==> src/rtl/pipe_ctrl.sv <==
// Pipeline hazard controller: per-stage hold/scour flags, fetch redirect, multi-cycle wait FSM
// with watchdog, and saturating stall/flush performance counters.
module pipe_ctrl #(
    parameter int unsigned ADDR_W     = 32,
    parameter int unsigned REG_ADDR_W = 5,
    parameter int unsigned MC_TIMEOUT = 64,
    parameter int unsigned CNT_W      = 32
) (
    input  logic                  clk,
    input  logic                  rst_n,
    input  logic [REG_ADDR_W-1:0] id_rs1_addr,
    input  logic [REG_ADDR_W-1:0] id_rs2_addr,
    input  logic                  id_rs1_re,
    input  logic                  id_rs2_re,
    input  logic                  ex_is_load,
    input  logic                  ex_reg_we,
    input  logic [REG_ADDR_W-1:0] ex_rd_addr,
    input  logic                  ex_branch_valid,
    input  logic                  ex_taken,
    input  logic                  ex_jump_bp,
    input  logic [ADDR_W-1:0]     ex_target,
    input  logic [ADDR_W-1:0]     ex_pc,
    input  logic                  ex_mc_start,
    input  logic                  ex_mc_done,
    input  logic                  mem_req,
    input  logic                  mem_ready,
    output logic                  pc_hold_flag,
    output logic                  id_hold_flag,
    output logic                  id_scour_flag,
    output logic                  ex_hold_flag,
    output logic                  ex_scour_flag,
    output logic                  mem_hold_flag,
    output logic                  mem_scour_flag,
    output logic                  redirect_flag,
    output logic [ADDR_W-1:0]     redirect_addr,
    output logic [1:0]            ctrl_state_o,
    output logic                  mc_timeout_o,
    output logic [CNT_W-1:0]      stall_cnt_o,
    output logic [CNT_W-1:0]      flush_cnt_o
);

    localparam int unsigned WdW = (MC_TIMEOUT > 2) ? $clog2(MC_TIMEOUT) : 1;

    typedef enum logic [1:0] {
        StRun    = 2'd0,
        StMcWait = 2'd1
    } state_e;

    state_e           state_q, state_d;
    logic [WdW-1:0]   wd_q, wd_d;
    logic [CNT_W-1:0] stall_q, flush_q;

    logic memstall, mispred, lduse;

    assign memstall = mem_req & ~mem_ready;
    assign mispred  = ex_branch_valid & (ex_taken != ex_jump_bp);
    assign lduse    = ex_is_load & ex_reg_we & (ex_rd_addr != '0) &
                      ((id_rs1_re & (id_rs1_addr == ex_rd_addr)) |
                       (id_rs2_re & (id_rs2_addr == ex_rd_addr)));

    always_comb begin
        state_d        = state_q;
        wd_d           = wd_q;
        pc_hold_flag   = 1'b0;
        id_hold_flag   = 1'b0;
        id_scour_flag  = 1'b0;
        ex_hold_flag   = 1'b0;
        ex_scour_flag  = 1'b0;
        mem_hold_flag  = 1'b0;
        mem_scour_flag = 1'b0;
        redirect_flag  = 1'b0;
        redirect_addr  = '0;
        mc_timeout_o   = 1'b0;

        if (memstall) begin
            pc_hold_flag  = 1'b1;
            id_hold_flag  = 1'b1;
            ex_hold_flag  = 1'b1;
            mem_hold_flag = 1'b1;
        end else if (state_q == StMcWait) begin
            if (ex_mc_done) begin
                state_d = StRun;
            end else if (wd_q == WdW'(MC_TIMEOUT - 1)) begin
                // Watchdog expiry releases the pipeline exactly as a done pulse would.
                mc_timeout_o = 1'b1;
                state_d      = StRun;
            end else begin
                pc_hold_flag   = 1'b1;
                id_hold_flag   = 1'b1;
                ex_hold_flag   = 1'b1;
                mem_scour_flag = 1'b1;
                wd_d           = wd_q + 1'b1;
            end
        end else if (mispred) begin
            redirect_flag = 1'b1;
            id_scour_flag = 1'b1;
            ex_scour_flag = 1'b1;
            redirect_addr = ex_taken ? ex_target : ex_pc + ADDR_W'(4);
        end else if (ex_mc_start && !ex_branch_valid) begin
            pc_hold_flag   = 1'b1;
            id_hold_flag   = 1'b1;
            ex_hold_flag   = 1'b1;
            mem_scour_flag = 1'b1;
            state_d        = StMcWait;
            wd_d           = '0;
        end else if (lduse) begin
            pc_hold_flag  = 1'b1;
            id_hold_flag  = 1'b1;
            ex_scour_flag = 1'b1;
        end

        if (!rst_n) begin
            pc_hold_flag   = 1'b0;
            id_hold_flag   = 1'b0;
            id_scour_flag  = 1'b0;
            ex_hold_flag   = 1'b0;
            ex_scour_flag  = 1'b0;
            mem_hold_flag  = 1'b0;
            mem_scour_flag = 1'b0;
            redirect_flag  = 1'b0;
            redirect_addr  = '0;
            mc_timeout_o   = 1'b0;
        end
    end

    always_ff @(posedge clk or negedge rst_n) begin
        if (!rst_n) begin
            state_q <= StRun;
            wd_q    <= '0;
            stall_q <= '0;
            flush_q <= '0;
        end else begin
            state_q <= state_d;
            wd_q    <= wd_d;
            if (pc_hold_flag && (stall_q != '1)) stall_q <= stall_q + 1'b1;
            if (redirect_flag && (flush_q != '1)) flush_q <= flush_q + 1'b1;
        end
    end

    assign ctrl_state_o = state_q;
    assign stall_cnt_o  = stall_q;
    assign flush_cnt_o  = flush_q;

endmodule
==> config.mk <==
export PLATFORM = sky130hd
export DESIGN_NAME = pipe_ctrl
export DESIGN_NICKNAME = d
export VERILOG_FILES = /design/src/rtl/pipe_ctrl.sv
export SDC_FILE = /design/constraint.sdc
export NUM_CORES = 1
export LEC_CHECK = 0
export ABC_AREA = 1
export CORE_ASPECT_RATIO = 1.4
export CORE_MARGIN = 2
export CORE_UTILIZATION = 40
export DETAILED_ROUTE_END_ITERATION = 8
export PLACE_DENSITY = 0.71
export SLEW_MARGIN = 5
export SYNTH_ARGS = -nofsm -noshare
export SYNTH_HDL_FRONTEND = slang
export SYNTH_SLANG_ARGS = --single-unit
==> constraint.sdc <==
create_clock -name clk -period 1.67 [get_ports clk]
set_input_delay 0.334 -clock clk [delete_from_list [all_inputs] [get_ports clk]]
set_output_delay 0.334 -clock clk [all_outputs]
set_load 0.005 [all_outputs]
==> run summary <==
result of the run -> finished with violations
failing checks -> setup timing
final worst hold slack -> 0.01371 ns
GRT Util Overall -> 29.59%
post-route clock period utilization -> 128.4%
list of cells traversed by the critical path -> buf_4 > nand2_2 > nor2_4 > buf_6 > nand2_2 > nor3_2 > nand2_1 > or2_0 > nand3_1 > o211ai_1 > inv_1 > buf_2
GR Util met1 -> 30.98%
Crit path arrival time -> 1.81 ns
fill cell instance count of the final layout -> 867
critical path launch point -> ex_pc[12]
port buffer count -> 197
wire length of the first global-routing pass -> 37950 um
Fin. Hold Viols -> 0
clock tree from TritonCTS -> built
number of setup violations in the final report -> 110
antenna cell count -> 0
combinational group share of total power -> 43.2%
most frequent standard cell in the layout excluding fill and tap cells -> nand2_1
area of the die -> 15970 um^2
Setup Total Neg Slack -> -19.99 ns
Most Frequent Cell on Critical Path -> nand2_2
register share of total power -> 27.2%
Peak VDD IR -> 0.0005736 V
maximum level of the CTS H-tree -> 3
count of final max-slew check failures -> 0
footprint of the multi-input gates -> 4845 um^2
GRT overflow -> 0
Req. time, crit path -> 1.34 ns
grt met3 use -> 5.609%
number of instances in the synthesized netlist -> 952
Global Route met2 Usage -> 55.00%
Detailed Routing Iterations Pass 1 -> 5
Clock Root Buffer -> clkbuf_16
cell area after technology mapping -> 5984 um^2
average vias per placed instance -> 5.266
die width -> 107.4 um
Core Box Area -> 14570 um^2
buffer levels on the longest clock path -> 2
part of the Yosys area used for sequential elements -> 29.69%
synth unique cells -> 40
share of post-route cells with drive strength above 1 -> 46.77%
std cell rows -> 52
switching pwr -> 2.470 mW
net count of the mapped netlist -> 1048
Startpoint Class -> input pin
number of max-capacitance violations reported -> 0
number of global-route vias before repair -> 8076
type of destination of the critical path -> output pin
number of antenna violations at the first check in global routing -> 0
total via count in the routed design -> 8415
maximum clock rate -> 466.3 MHz
storage element area -> 1789 um^2
minimum clock period -> 2.144 ns
busiest grt layer -> met2
sink count of the clock tree -> 71
die outline height -> 148.7 um
DRT antenna net count -> 0
number of buffers created by CTS -> 9
worst max-slew margin expressed relative to the limit -> 57.09%
clock slew at reported path FFs -> 0.06 ns
actual slew at the worst max-slew pin -> 0.6437 ns
setup repair after global routing missed its margin -> true
final estimated routing congestion in global placement -> 0.9765
Syn. warnings -> 0
worst hold-check path type -> input pin to async pin
violation count after the first detailed-route iteration -> 490
Clock Skew -> 0.006818 ns
library cell contributing the largest single delay on the critical path -> or2_0
maximum number of pins on one net before global-route repair -> 55
routed wirelength normalized by instance count -> 17.15 um
Sw Ratio -> 32.59%
final worst-path setup slack -> -0.4743 ns
highest-count cells in the layout ignoring fill and taps -> nand2_1 (205), buf_4 (189), inv_1 (123)
area added between synthesis and finish -> 103.0%
RR Startpoint -> flush_cnt_o[1]
category of the most critical setup path -> input pin to output pin
effective utilization at floorplan -> 41.06%
number of synthesized register bits -> 71
DRC viols -> 0
cell internal pwr -> 5.109 mW
clock power share -> 29.7%
crit path max fanout -> 3
Post-CTS Hold Buffers -> 0
num ports -> 199
Static Leak -> 6.492 nW
average footprint of a synthesized cell -> 6.286 um^2
final net count -> 1500
Detailed Route WL -> 27400 um
maximum cell stage delay along the critical path -> 0.25 ns
Post-DP HPWL -> 16480 um
power density normalized to cell area -> 623.8 nW/um^2
clock insertion delay at the later pin of the skew report -> 0.34 ns
state kept, by name (all words and copies together) (netlist names):
| name | count |
|---|---|
| ctrl_state_o | 1 |
| flush_cnt_o | 32 |
| wd_q | 6 |
| stall_cnt_o | 32 |
layer usage:
metal | up-vias | wire [um]
met4 | 0 | 1619
met2 | 414 | 14810
met5 | - | 0
met1 | 3955 | 9211
met3 | 118 | 1761
li1 | 3928 | -
power groups by stage:
stage / clock network [mW] / registers (mW) / logic [mW]
floorplan: 0 / 2.05 / 0.762
global placement: 0 / 2.00 / 2.07
detailed placement: 0 / 2.01 / 2.09
CTS: 2.26 / 2.01 / 2.48
global route: 2.33 / 2.07 / 3.47
finish: 2.25 / 2.06 / 3.27
worst max-delay path: cells and delay by family:
family,cells,cell delay [ns]
AOI/OAI and AO/OA,1,0.14
buffers and inverters,4,0.44
and+or+nand+nor,7,0.89
logic make-up after synthesis:
| logic type | count (synthesis) | synth area share [%] |
|---|---|---|
| other | 1 | 0.06266 |
| buffers and inverters | 181 | 12.52 |
| and+or+nand+nor | 596 | 45.01 |
| xor gates and xnor gates | 49 | 7.171 |
| adders and majority gates | 4 | 0.8363 |
| AOI/OAI and AO/OA | 50 | 4.704 |
| DFF | 71 | 29.69 |
synthesized netlist by cell type (all sizes together):
master / number / area (um^2)
nand2: 262 / 1006
inv: 150 / 565.5
nor2: 147 / 589.3
nand3: 89 / 480.5
dfrtp: 71 / 1777
nand4: 53 / 337.8
xor2: 33 / 289.0
nor3: 32 / 190.2
o21ai: 26 / 133.9
buf: 23 / 153.9
xnor2: 16 / 140.1
a21oi: 13 / 65.06
o211ai: 8 / 60.06
clkbuf: 7 / 26.28
or2: 6 / 37.53
ha: 4 / 50.05
nor3b: 3 / 27.52
nor4: 3 / 18.77
a311oi: 1 / 8.760
a31oi: 1 / 6.260
and3: 1 / 6.260
clkinv: 1 / 3.750
conb: 1 / 3.750
o21bai: 1 / 7.510
final cells by class:
cell class,instances,share of cell area [%]
clock buffers,10,1.967
clock inverters,6,0.8856
inverters,151,4.891
multi-input cells,701,39.87
flip-flops and latches,71,14.73
well taps,189,1.946
repair buffers,468,35.53
repair inverters,2,0.1854
worst paths after layout:
| path | endpoint | slack [ns] | cells after the start |
|---|---|---|---|
| max in group asynchronous | stall_cnt_o[5] | 0.64 | 3 |
| hold reg to reg | flush_cnt_o[24] | 0.53 | 1 |
| hold / removal | stall_cnt_o[22] | 0.01 | 2 |
| min in group clk | flush_cnt_o[24] | 0.53 | 1 |
| setup / recovery | redirect_addr[27] | -0.47 | 12 |
| setup reg to reg | flush_cnt_o[26] | -0.24 | 9 |
timing repair:
item	4_1_cts	5_1_grt
setup endpoints to repair	125	135
pin swaps	114	134
cloned	3	5
setup buffers	54	44
resized for setup	622	255
metrics by stage:
stage	setup slack (ns)	area [um^2]	power [mW]	utilization, %	cells
after floorplan	-0.03547	6012	2.810	-	952
after global placement	-1.443	9429	4.072	64.70	1487
after detailed placement	-1.440	9429	4.101	64.70	1487
after CTS	-0.3977	10930	6.742	74.99	1556
after global routing	-0.5053	12150	7.874	83.37	1598
final	-0.4743	12150	7.579	83.37	1598
Power figures use the tool's default switching activity.
